### config.mk
export PLATFORM = sky130hd
export DESIGN_NAME = dcache_mem_ctrl
export DESIGN_NICKNAME = d
export VERILOG_FILES = /design/src/rtl/dcache_ctrl_pkg.sv /design/src/rtl/dcache_wb_fifo.sv /design/src/rtl/dcache_mem_ctrl.sv
export SDC_FILE = /design/constraint.sdc
export NUM_CORES = 1
export LEC_CHECK = 0
export ABC_AREA = 1
export CORE_MARGIN = 2
export CORE_UTILIZATION = 54
export CTS_BUF_LIST = sky130_fd_sc_hd__clkbuf_16
export CTS_CLUSTER_SIZE = 8
export DETAILED_ROUTE_END_ITERATION = 10
export PLACE_DENSITY = 0.89
export SETUP_SLACK_MARGIN = 0.5
export SLEW_MARGIN = 20
export SYNTH_ARGS = -nofsm -noshare
export SYNTH_HDL_FRONTEND = slang
export SYNTH_SLANG_ARGS = --single-unit
### constraint.sdc
create_clock -name clk -period 22.8 [get_ports clk]
set_clock_uncertainty 0.1 [all_clocks]
set_input_delay 6.84 -clock clk [delete_from_list [all_inputs] [get_ports clk]]
set_output_delay 6.84 -clock clk [all_outputs]
set_load 0.01 [all_outputs]
### src/rtl/dcache_ctrl_pkg.sv
// Shared types, geometry constants and address helpers for the L1 data-cache
// memory-side controller.
package dcache_ctrl_pkg;

  // Cache geometry: 32-bit words, 16-byte lines, 64 sets.
  localparam int SIZE_DATA          = 32;
  localparam int DCACHE_LINE_SIZE   = 128;
  localparam int DCACHE_OFFSET_BITS = 2;
  localparam int DCACHE_INDEX_BITS  = 6;
  localparam int LINE_LSB           = DCACHE_OFFSET_BITS + 2;
  localparam int DCACHE_TAG_BITS    = 32 - DCACHE_INDEX_BITS - LINE_LSB;
  localparam int LINE_ADDR_BITS     = 32 - LINE_LSB;

  typedef struct packed {
    logic [31:0]          addr;
    logic [SIZE_DATA-1:0] data;
    logic [3:0]           be;
  } wb_entry_t;

  typedef enum logic [1:0] {WB_IDLE, WB_ISSUE, WB_WAIT} wb_state_t;

  typedef enum logic [2:0] {R_IDLE, R_DRAIN, R_REQ, R_WAIT, R_FILL} miss_state_t;

  // Line number of a byte address (word and byte offset removed).
  function automatic logic [LINE_ADDR_BITS-1:0] line_addr(input logic [31:0] addr);
    return LINE_ADDR_BITS'(addr >> LINE_LSB);
  endfunction

  function automatic logic [DCACHE_TAG_BITS-1:0] addr_tag(input logic [31:0] addr);
    return DCACHE_TAG_BITS'(addr >> (32 - DCACHE_TAG_BITS));
  endfunction

  function automatic logic [DCACHE_INDEX_BITS-1:0] addr_index(input logic [31:0] addr);
    return DCACHE_INDEX_BITS'(addr >> LINE_LSB);
  endfunction

endpackage

### src/rtl/dcache_wb_fifo.sv
// Write-through store buffer: circular FIFO with a line-match probe so the
// miss path can wait for older stores to the same line.
module dcache_wb_fifo
  import dcache_ctrl_pkg::*;
#(
  parameter int WB_DEPTH    = 4,
  parameter int WB_PTR_BITS = 2
) (
  input  logic                      clk,
  input  logic                      reset,
  input  logic                      push,
  input  wb_entry_t                 push_entry,
  input  logic                      pop,
  output wb_entry_t                 head,
  output logic [WB_PTR_BITS:0]      count,
  input  logic [LINE_ADDR_BITS-1:0] query_line,
  output logic [WB_DEPTH-1:0]       match
);

  wb_entry_t              entries [WB_DEPTH];
  logic [WB_PTR_BITS-1:0] wr_ptr;
  logic [WB_PTR_BITS-1:0] rd_ptr;

  // Entry storage written at the tail.
  // NOTE: storage has no reset; the pointers and count define which entries are valid, so stale contents are never used.
  always_ff @(posedge clk) begin
    if (push) entries[wr_ptr] <= push_entry;
  end

  // Pointers wrap naturally (power-of-two depth); count tracks occupancy.
  // NOTE: non-blocking assignments so every register samples pre-edge values.
  always_ff @(posedge clk or posedge reset) begin
    if (reset) begin
      wr_ptr <= '0;
      rd_ptr <= '0;
      count  <= '0;
    end else begin
      if (push) wr_ptr <= wr_ptr + WB_PTR_BITS'(1);
      if (pop)  rd_ptr <= rd_ptr + WB_PTR_BITS'(1);
      case ({push, pop})
        2'b10:   count <= count + (WB_PTR_BITS+1)'(1);
        2'b01:   count <= count - (WB_PTR_BITS+1)'(1);
        default: ;
      endcase
    end
  end

  assign head = entries[rd_ptr];

  // Flag every valid entry whose line equals the query line.
  // NOTE: the default assignment comes first so no path leaves match unassigned (no latch).
  always_comb begin
    match = '0;
    for (int i = 0; i < WB_DEPTH; i++) begin
      match[i] = ({1'b0, WB_PTR_BITS'(WB_PTR_BITS'(i) - rd_ptr)} < count) &&
                 (line_addr(entries[i].addr) == query_line);
    end
  end

endmodule

### src/rtl/dcache_mem_ctrl.sv
// L1 data-cache memory-side controller: drains buffered write-through stores
// and runs one line-fill miss at a time, keeping reads behind older stores
// to the same line.
module dcache_mem_ctrl
  import dcache_ctrl_pkg::*;
#(
  parameter int WB_DEPTH    = 4,
  parameter int WB_PTR_BITS = 2
) (
  input  logic                         clk,
  input  logic                         reset,
  input  logic                         st_valid_i,
  output logic                         st_ready_o,
  input  logic [31:0]                  st_addr_i,
  input  logic [SIZE_DATA-1:0]         st_data_i,
  input  logic [3:0]                   st_byte_en_i,
  input  logic                         miss_valid_i,
  output logic                         miss_ready_o,
  input  logic [31:0]                  miss_addr_i,
  output logic                         fill_valid_o,
  output logic [DCACHE_LINE_SIZE-1:0]  fill_data_o,
  output logic [DCACHE_TAG_BITS-1:0]   fill_tag_o,
  output logic [DCACHE_INDEX_BITS-1:0] fill_index_o,
  output logic                         wb_empty_o,
  output logic [31:0]                  mem_addr0_o,
  output logic                         mem_re0_o,
  input  logic [DCACHE_LINE_SIZE-1:0]  mem_data0_i,
  input  logic                         mem_data_ready0_i,
  input  logic [DCACHE_TAG_BITS-1:0]   mem_tag0_i,
  input  logic [DCACHE_INDEX_BITS-1:0] mem_index0_i,
  output logic [31:0]                  mem_wr_addr0_o,
  output logic                         mem_we0_o,
  output logic [SIZE_DATA-1:0]         mem_wr_data0_o,
  output logic [3:0]                   mem_wr_byte_en0_o,
  input  logic                         mem_wr_done0_i
);

  localparam logic [31:0] LINE_MASK = 32'((1 << LINE_LSB) - 1);

  wb_state_t              wb_state, wb_next;
  miss_state_t            miss_state, miss_next;
  wb_entry_t              head;
  logic [WB_PTR_BITS:0]   wb_count;
  logic [WB_DEPTH-1:0]    wb_match;
  logic [31:0]            miss_addr_q;
  logic                   push, pop, miss_accept, read_blocked, in_flight_match;

  assign st_ready_o      = (wb_count != (WB_PTR_BITS+1)'(WB_DEPTH));
  assign push            = st_valid_i && st_ready_o;
  assign pop             = (wb_state == WB_WAIT) && mem_wr_done0_i;
  assign wb_empty_o      = (wb_count == '0) && (wb_state == WB_IDLE);
  assign miss_ready_o    = (miss_state == R_IDLE);
  assign miss_accept     = miss_valid_i && miss_ready_o;
  assign read_blocked    = (miss_state == R_REQ) || (miss_state == R_WAIT);
  assign in_flight_match = (wb_state != WB_IDLE) &&
                           (line_addr(mem_wr_addr0_o) == line_addr(miss_addr_q));

  dcache_wb_fifo #(.WB_DEPTH(WB_DEPTH), .WB_PTR_BITS(WB_PTR_BITS)) u_fifo (
    .clk        (clk),
    .reset      (reset),
    .push       (push),
    .push_entry ('{addr: st_addr_i, data: st_data_i, be: st_byte_en_i}),
    .pop        (pop),
    .head       (head),
    .count      (wb_count),
    .query_line (line_addr(miss_addr_q)),
    .match      (wb_match)
  );

  // State registers for both FSMs.
  always_ff @(posedge clk or posedge reset) begin
    if (reset) begin
      wb_state   <= WB_IDLE;
      miss_state <= R_IDLE;
    end else begin
      wb_state   <= wb_next;
      miss_state <= miss_next;
    end
  end

  // Drain FSM next state: issue the head store unless a line read is on the bus.
  always_comb begin
    wb_next = wb_state;
    case (wb_state)
      WB_IDLE:  if ((wb_count != '0) && !read_blocked) wb_next = WB_ISSUE;
      WB_ISSUE: wb_next = WB_WAIT;
      WB_WAIT:  if (mem_wr_done0_i) wb_next = WB_IDLE;
      default:  wb_next = WB_IDLE;
    endcase
  end

  // Write port: strobe is high exactly while in WB_ISSUE; address/data hold afterwards.
  always_ff @(posedge clk or posedge reset) begin
    if (reset) begin
      mem_we0_o         <= 1'b0;
      mem_wr_addr0_o    <= '0;
      mem_wr_data0_o    <= '0;
      mem_wr_byte_en0_o <= '0;
    end else begin
      mem_we0_o <= (wb_next == WB_ISSUE);
      if (wb_state == WB_IDLE && wb_next == WB_ISSUE) begin
        mem_wr_addr0_o    <= head.addr;
        mem_wr_data0_o    <= head.data;
        mem_wr_byte_en0_o <= head.be;
      end
    end
  end

  // Miss FSM next state: wait out same-line stores, then request, wait, fill.
  always_comb begin
    miss_next = miss_state;
    case (miss_state)
      R_IDLE:  if (miss_valid_i) miss_next = R_DRAIN;
      R_DRAIN: if (!(|wb_match) && !in_flight_match) miss_next = R_REQ;
      R_REQ:   miss_next = R_WAIT;
      R_WAIT:  if (mem_data_ready0_i) miss_next = R_FILL;
      R_FILL:  miss_next = R_IDLE;
      default: miss_next = R_IDLE;
    endcase
  end

  // Read port and fill outputs; fill data/tag/index hold until the next fill.
  always_ff @(posedge clk or posedge reset) begin
    if (reset) begin
      miss_addr_q  <= '0;
      mem_re0_o    <= 1'b0;
      mem_addr0_o  <= '0;
      fill_valid_o <= 1'b0;
      fill_data_o  <= '0;
      fill_tag_o   <= '0;
      fill_index_o <= '0;
    end else begin
      if (miss_accept) miss_addr_q <= miss_addr_i;
      mem_re0_o    <= (miss_next == R_REQ);
      fill_valid_o <= (miss_next == R_FILL);
      if (miss_state == R_DRAIN && miss_next == R_REQ) mem_addr0_o <= miss_addr_q & ~LINE_MASK;
      if (miss_state == R_WAIT && mem_data_ready0_i) begin
        fill_data_o  <= mem_data0_i;
        fill_tag_o   <= addr_tag(miss_addr_q);
        fill_index_o <= addr_index(miss_addr_q);
      end
    end
  end

  // Returned tag/index must belong to the outstanding miss.
  a_fill_tag_match: assert property (@(posedge clk) disable iff (reset)
    (miss_state == R_WAIT && mem_data_ready0_i) |->
      (mem_tag0_i == addr_tag(miss_addr_q) && mem_index0_i == addr_index(miss_addr_q)));

endmodule

# Word level (Yosys, flattened, before mapping)
# Memory sizes are Yosys's and may differ from the RTL's. A register that Yosys moved wholly into a read port is not among the register bits.
# Index checks and enable logic that the tools add are counted.
[classes]
addsub = 8
mux = 10
order_cmp = 4
n_eq_ne = 16
reduce_logical = 25
[op_table]
columns = ["cell", "count"]
rows = [
  ["28-bit == test", 5],
  ["1-bit logical AND", 14],
  ["2-bit by 3-bit less-than comparator with 1-bit output", 4],
  ["3-bit one-hot mux with 4 select lines", 1],
  ["3-bit by 2-bit == test with 1-bit output (second input constant)", 3],
  ["3-bit 2-to-1 mux", 3],
  ["2-bit by 1-bit == test with 1-bit output (second input constant)", 3],
  ["3-bit zero test", 2],
  ["2-bit one-hot mux with 3 select lines", 1],
  ["3-bit one-hot mux with 2 select lines", 1],
  ["2-bit by 1-bit adder with 2-bit output (second input constant)", 2],
  ["2-bit == test (second input constant)", 2],
  ["2-bit 2-to-1 mux", 2],
  ["2-bit nonzero test", 2],
  ["4-bit OR reduction", 1],
  ["1-bit by 2-bit subtractor with 2-bit output (first input constant)", 2],
  ["2-bit subtractor (first input constant)", 2],
  ["3-bit by 1-bit adder with 3-bit output (second input constant)", 1],
  ["3-bit by 1-bit == test with 1-bit output (second input constant)", 1],
  ["3-bit == test (second input constant)", 1],
  ["1-bit zero test", 3],
  ["3-bit != test (second input constant)", 1],
  ["3-bit nonzero test", 1],
  ["3-bit by 1-bit subtractor with 3-bit output (second input constant)", 1],
  ["3 further kinds", 4],
]
[word_totals]
mem_count = 1
elab_cells = 77
ram_bits = 272
output_inout_bits = 262
ff_bits = 231
[memory_table]
columns = ["memory", "depth", "width", "read_ports", "rd_ports_with_merged_regs", "wr", "line", "text"]
rows = [
  ["u_fifo.entries", 4, 68, 5, 1, 1, "dcache_wb_fifo.sv:20", "wb_entry_t entries [WB_DEPTH];"],
]

# Logic depth before layout (Yosys ltp)
# Gate-level depths: netlist of run 1.
[depth]
ltp_word = 10
depth_mapped = 17
mapped_depth_nobuf = 14

# By module
# Synthesis of run 1 repeated with hierarchy kept, for this count alone.
[unflattened]
hier_cells = 2480
hier_area_um2 = 23949.2
[by_module_without_submodules]
columns = ["module", "area_each_um2", "seq_area_each_um2", "instances", "cells_each"]
rows = [
  ["dcache_wb_fifo", 12580.8, 8343.0, 1, 1171],
  ["dcache_mem_ctrl", 11368.4, 7206.9, 1, 1309],
]

# Least setup slack after synthesis of run 1
# No wires, ideal clock.
[synth_path]
kind = "in2reg"
start = "in st_valid_i"
end = "mem u_fifo.entries[0][0] (netlist bit), enable pin"
n_path_buf = 0
setup_slack_ps = 12340
required_ps = 22205
t_arrival_ps = 9866
setup_time_ps = 495
stages = 2
cell_sequence = "nand2_1 nor2_1"
[synth_via]
elab_chain_cells = 3
[synth_lines]
columns = ["element", "line", "text"]
rows = [
  ["from (decl)", "dcache_mem_ctrl.sv:12", "input logic st_valid_i,"],
  ["1-bit logical AND", "dcache_mem_ctrl.sv:49", "assign push = st_valid_i && st_ready_o;"],
  ["1-bit 2-to-1 mux", "dcache_wb_fifo.sv:27", "if (push) entries[wr_ptr] <= push_entry;"],
  ["1-bit 2-to-1 mux (not written as such)", "dcache_wb_fifo.sv:27", ""],
  ["to (decl)", "dcache_wb_fifo.sv:20", ""],
]
# Every way passes these cells.

# Worst setup path in the final report of run 1
[layout_path]
start = "reg wb_state[0]"
end = "out wb_empty_o"
[layout_via]
elab_chain_cells = 2
[layout_lines]
columns = ["element", "line", "text"]
rows = [
  ["from (decl)", "dcache_mem_ctrl.sv:40", "wb_state_t wb_state, wb_next;"],
  ["from (signal assigned)", "dcache_mem_ctrl.sv:76", "wb_state <= wb_next;"],
  ["2-bit zero test", "dcache_mem_ctrl.sv:51", "assign wb_empty_o = (wb_count == '0) && (wb_state == WB_IDLE);"],
  ["1-bit logical AND", "dcache_mem_ctrl.sv:51", ""],
  ["to (decl)", "dcache_mem_ctrl.sv:24", "output logic wb_empty_o,"],
]
# Every way passes these cells.

==> impl_metrics.csv, run 1 <==
group,metric,value,unit
finish,nets,2918,
cts,htree_levels,3,
power,netSwitchingPower,0.001656,W
place,dpl.hpwl,49280,um
global_routing,grt_max_degree,185,
sta,rsz0062_at_grt,"false",
critical_path,crit_slowest_cell,"clkdlybuf4s50_1",
sta,slew_headroom,0.2896,
critical_path,cp_data_required_time,15.86,ns
synthesis,synth_most_common_cell,"nand2_1",
finish,drive_above_1_share,0.06201,
global_routing,grt_first_pass_wirelength,106600,um
drt,drt_first_pass_iters,5,
critical_path,crit_arrival,2.53,ns
synthesis,synth_common_cells,"nand2_1 (902), dfrtp_1 (295), edfxtp_1 (272)",
critical_path,crit_path_max_fanout,3,
synthesis,synth_flop_cell,"dfrtp_1",
sta,slew_violations,0,
sta,setup_violations,0,
synthesis,synth_top_cell_by_area,"edfxtp_1",
cts,clock-root-buffer,"clkbuf_16",
finish,area_growth,32.37,%
synthesis,yosysUniqueCellTypes,30,
power,ir_drop,0.1072,mV
cts,clock_sinks,567,
sta,period_minus_slack,9.473,ns
job,drv_cap,0,
min_path,hold_class,"flop to flop",
critical_path,worstSetupPathType,"flop to output pin",
place,dp_cells,3103,
global_routing,overflow,0,
min_path,hold_path_end,"fill_data_o[121]",
critical_path,crit_buf_inv,2,
min_path,whs_path_depth,2,
cts,cts_tree,"yes",
sta,fin_setup_tns,0,ns
place,port_buffers,487,
critical_path,timing.rr.start,"u_fifo.rd_ptr[1]",
cts,cts_hold_buf,0,
drt,wire_per_inst,22.23,um
floorplan,dieHeight,211.3,um
drt,via_count,17860,
power,clockPowerShare,0.239,
synthesis,ys_seq_area_frac,0.6701,
floorplan,die_x,211.3,um
critical_path,cp_top_family,"buffers and inverters",
critical_path,rrSetupSlack,19.18,ns
synthesis,yosys_register_bits,567,
critical_path,cp_slowest_stage_delay,0.66,ns
synthesis,syn_area,0.02320,mm^2
drt,wirelength,72480,um
sta,whs,0.3678,ns
synthesis,avgSynthCellArea,10.65,um^2
power,p_comb_frac,0.379,
critical_path,path_cells,"nor2_1 -> inv_1 -> nor4_1 -> clkdlybuf4s50_1",
cts,clk_pin_slew,0.05,ns
synthesis,async_flop_share,0.5203,
cts,cts_setup_buffers,0,
power,cellPowerDensity,145.6,mW/mm^2
global_routing,antenna_found_initial,35,
critical_path,critPathCaptureType,"output pin",
floorplan,core_area,0.04213,mm^2
drt,antenna_left,0,
sta,clock.fmax,0.1056,GHz
global_routing,grt_pass1_vias,18120,
floorplan,dieArea,0.04465,mm^2
global_routing,grtUsageTotal,0.3215,
drt,drcViolationCount,0,
power,p_int,0.002816,W
floorplan,start_util,0.5507,
min_path,holdCritStartpoint,"fill_data_o[121]",
cts,cts_buffers,80,
finish,stdcell_count,3261,
drt,viasPerCell,5.477,
cts,clock_latency,0.62,ns
run_status,status,"complete, no violations",
sta,min_period_over_period,0.4155,
synthesis,ys_warn_count,0,
critical_path,r2r-end,"mem_addr0_o[25]",
power,seq_power_share,0.381,
synthesis,syn_inst,2179,
floorplan,rows,75,
critical_path,rr_worst_depth,15,
sta,hold_violations,0,
drt,first_iter_violations,1740,
finish,fillers,2788,
power,switching_share,0.3703,
floorplan,ios,524,
critical_path,startpoint_type,"flop",
synthesis,synth.top_cell.area_share,0.3520,
place,routabilityCongestion,0.9416,
synthesis,yosys-top-cells-area,"edfxtp_1 (35%), dfrtp_1 (32%), nand2_1 (15%)",
sta,worst_pin_slew,1.066,ns
synthesis,synth_edf_count,272,
cts,cts_max_path_buffers,3,
cts,cts_resized,0,
power,p_leak,13.14,nW
-- sequential cells by signal, indices dropped and copies added, names as in the netlist, 3 cells and up --
name,cells
u_fifo.entries,272
fill_data_o,128
mem_wr_addr0_o,32
mem_wr_data0_o,32
mem_addr0_o,28
miss_addr_q,28
fill_tag_o,22
fill_index_o,6
mem_wr_byte_en0_o,4
miss_state,3
u_fifo.count,3
-- layout make-up --
class                   count  area (um^2)  area share
diodes                     29        72.57    0.002363
clock buffers              80         2002     0.06518
clock inverters            49        291.5    0.009491
inverters                  91        354.1     0.01153
multi-input cells        1403         6764      0.2202
flip-flops and latches    567        15550      0.5063
well taps                 539        674.4     0.02196
repair buffers            503         5007      0.1630
-- cells by family (layout without fill, tap and decap cells) --
family,Yosys count,in the layout,share of synthesized area
compound gates,108,108,0.02615
xor+xnor,108,108,0.04076
fa+ha+maj,10,10,0.005716
buf+inv,212,723,0.04168
flops,567,567,0.6701
mux,47,47,0.02281
other cells,1,33,0.0001616
simple gates,1126,1126,0.1926
-- worst max path at each step --
stage                      startpoint                     to  slack [ns]  cells after the start
after global routing      wb_state[0]             wb_empty_o       13.25                      4
final                     wb_state[0]             wb_empty_o       13.33                      4
after detailed placement   st_valid_i  u_fifo.entries[2][23]       13.15                      4
after global placement     st_valid_i  u_fifo.entries[2][16]       13.19                      4
after floorplan                 reset         fill_data_o[0]        7.71                      1
after CTS                 wb_state[0]             wb_empty_o       13.32                      4
-- worst min-delay path, stage by stage, from the launching register on --
cell and delay, ns:
dfrtp_1 0.34, nand2_1 0.05, nand2_1 0.05
-- power by group through the flow --
stage	Sequential, W	Combinational [W]	Clock, W
after global routing	0.00174	0.00184	0.00113
after floorplan	0.00171	0.000839	0
final	0.00170	0.00170	0.00107
after CTS	0.00170	0.00170	0.00108
after global placement	0.00169	0.00163	0
after detailed placement	0.00171	0.00168	0
-- routing by layer --
layer | track usage | up-vias | part of all wire | wire (um)
met3 | 0.09553 | 206 | 0.089 | 6446
met1 | 0.3726 | 8726 | 0.36 | 26160
met5 | 0 | - | 0.00090 | 65
met4 | 0.1870 | 10 | 0.056 | 4039
li1 | - | 8062 | - | -
met2 | 0.5332 | 855 | 0.49 | 35770
-- metrics by stage --
step           power (W)  utilization  cell area (um^2)  setup WS (ns)
2_1_floorplan   0.002550            -             23220          7.713
3_3_place_gp    0.003313       0.6727             28340          13.19
3_5_place_dp    0.003386       0.6727             28340          13.15
4_1_cts         0.004477       0.7272             30640          13.32
5_1_grt         0.004702       0.7288             30710          13.25
6_report        0.004472       0.7290             30720          13.33
-- cell usage in the layout (no fill, tap or decap), drive strengths merged --
cell	instances
fa	1
buf	16
mux2	47
xor2	75
o22ai	1
clkdlybuf4s50	487
xnor2	33
nand4	89
inv	137
nor3	4
nand3	6
diode	29
clkinv	3
a311oi	2
o21a	1
a21oi	37
nor4	1
conb	4
o2111ai	6
o21ai	57
nor2	124
nand2	902
edfxtp	272
a221oi	4
ha	9
clkbuf	80
dfrtp	295
Note: power is estimated with default switching activity, not from simulation.
==> inputs of run 2 (changes only) <==
Settings changed: CORE_UTILIZATION 54 to 46, PLACE_DENSITY 0.89 to 0.81.
Clock period 22.8 ns to 8.4 ns, I/O delays scaled along.
==> impl_metrics.csv, run 2 (synthesis gave the netlist of run 1 again) <==
group,metric,value,unit
global_routing,antenna_found_initial,25,
critical_path,startpoint_type,"flop",
min_path,hold_path_end,"fill_data_o[114]",
min_path,hold_class,"flop to flop",
power,p_leak,13.15,nW
finish,regMostFlops,"u_fifo.entries",
floorplan,ios,524,
sta,fin_setup_tns,0,ns
floorplan,die_x,228.6,um
min_path,holdCritStartpoint,"fill_data_o[114]",
floorplan,core_area,0.04997,mm^2
sta,clock.fmax,0.1921,GHz
finish,multi_input_area,0.006764,mm^2
cts,clock_sinks,567,
critical_path,crit_arrival,2.58,ns
drt,drt_first_pass_iters,8,
cts,cts_tree,"yes",
critical_path,timing.rr.start,"u_fifo.rd_ptr[1]",
cts,cts_resized,0,
place,dpl.hpwl,50760,um
critical_path,worstSetupPathType,"flop to output pin",
global_routing,grt_pass1_vias,17890,
finish,fillers,3992,
floorplan,dieHeight,228.6,um
finish,largestRegisters,"u_fifo.entries: 272 flops, fill_data_o: 128 flops",
critical_path,cp-startpoint,"wb_state[0]",
power,cellPowerDensity,392.1,mW/mm^2
sta,period_minus_slack,5.205,ns
finish,ff_latch_area,0.01555,mm^2
sta,rsz0062_at_grt,"false",
sta,worst_slack,3.195,ns
place,routabilityCongestion,0.9781,
drt,first_iter_violations,1306,
drt,drcViolationCount,0,
critical_path,cp_data_required_time,5.78,ns
min_path,whs_path_depth,2,
cts,cts_buffers,80,
floorplan,dieArea,0.05226,mm^2
global_routing,overflow,0,
power,ir_drop,0.2974,mV
cts,clk_pin_slew,0.05,ns
cts,cts_hold_buf,0,
sta,hold_violations,0,
critical_path,rr_worst_depth,15,
sta,slew_headroom,0.2865,
drt,wirelength,72810,um
drt,viasPerCell,5.146,
global_routing,met2_usage,0.4665,
cts,clock-root-buffer,"clkbuf_16",
sta,setup_violations,0,
cts,clock_latency,0.62,ns
drt,via_count,17420,
place,pre_cts_slack,2.823,ns
finish,largest_reg_flops,272,
critical_path,r2r-end,"mem_addr0_o[17]",
sta,slew_violations,0,
floorplan,rows,82,
finish,drive_above_1_share,0.06377,
finish,nets,2924,
global_routing,grt_max_degree,166,
place,port_buffers,487,
global_routing,globalRoute.busiestLayer,"met2",
finish,final_cell_mix,"nand2_1 (901), clkdlybuf4s50_1 (487), dfrtp_1 (295)",
drt,wire_per_inst,21.51,um
sta,worst_pin_slew,1.068,ns
floorplan,start_util,0.4644,
global_routing,grtUsageTotal,0.2766,
finish,area_growth,33.02,%
run_status,status,"complete, no violations",
global_routing,grt_first_pass_wirelength,108500,um
cts,htree_levels,3,
cts,cts_setup_buffers,0,
cts,cts_max_path_buffers,3,
job,drv_cap,0,
global_routing,use_met3,0.07498,
global_routing,met1_usage,0.3229,
drt,antenna_left,0,
sta,whs,0.3660,ns
finish,finish.utilization,0.6177,
critical_path,rrSetupSlack,4.74,ns
critical_path,critPathCaptureType,"output pin",
finish,mostFrequentLayoutCell,"nand2_1",
sta,min_period_over_period,0.6196,
critical_path,crit_path_max_fanout,3,
[run 2: power by group]
part	switching, W	total, W	internal, W
clock	0.00115	0.00285	0.00170
sequential	0.000697	0.00460	0.00390
combinational	0.00261	0.00465	0.00204
[run 2: layout make-up]
type | instances | area share
Tap cell | 672 | 0.02724
Multi-Input combinational cell | 1403 | 0.2191
Inverter | 91 | 0.01135
Antenna cell | 15 | 0.001216
Timing Repair Buffer | 509 | 0.1646
Clock inverter | 47 | 0.007783
Clock buffer | 80 | 0.06486
Sequential cell | 567 | 0.5038
[run 2: how the worst max path moves through the flow]
stage                     endpoint  slack [ns]
global placement     fill_tag_o[5]        2.97
floorplan           fill_data_o[0]        1.86
finish                  wb_empty_o        3.20
global route            wb_empty_o        3.14
detailed placement  fill_tag_o[10]        2.82
CTS                     wb_empty_o        3.23
[run 2: worst max-delay path, cell delays in order (launching register included)]
cell and delay [ns]:
dfrtp_1 0.39, nor2_1 0.40, inv_1 0.19, nor4_1 0.33
clkdlybuf4s50_1 0.68
[run 2: stage by stage]
| stage | power (W) | cell area (um^2) | cells |
|---|---|---|---|
| floorplan | 0.006921 | 23220 | 2182 |
| global placement | 0.009097 | 28560 | 3241 |
| detailed placement | 0.009268 | 28560 | 3241 |
| CTS | 0.01217 | 30800 | 3368 |
| global route | 0.01275 | 30870 | 3384 |
| finish | 0.01210 | 30870 | 3384 |
[run 2: layer usage]
metal / up-vias / share of wire
li1: 8051 / -
met1: 8442 / 0.37
met2: 734 / 0.50
met3: 168 / 0.080
met4: 20 / 0.045
met5: - / 0.0022
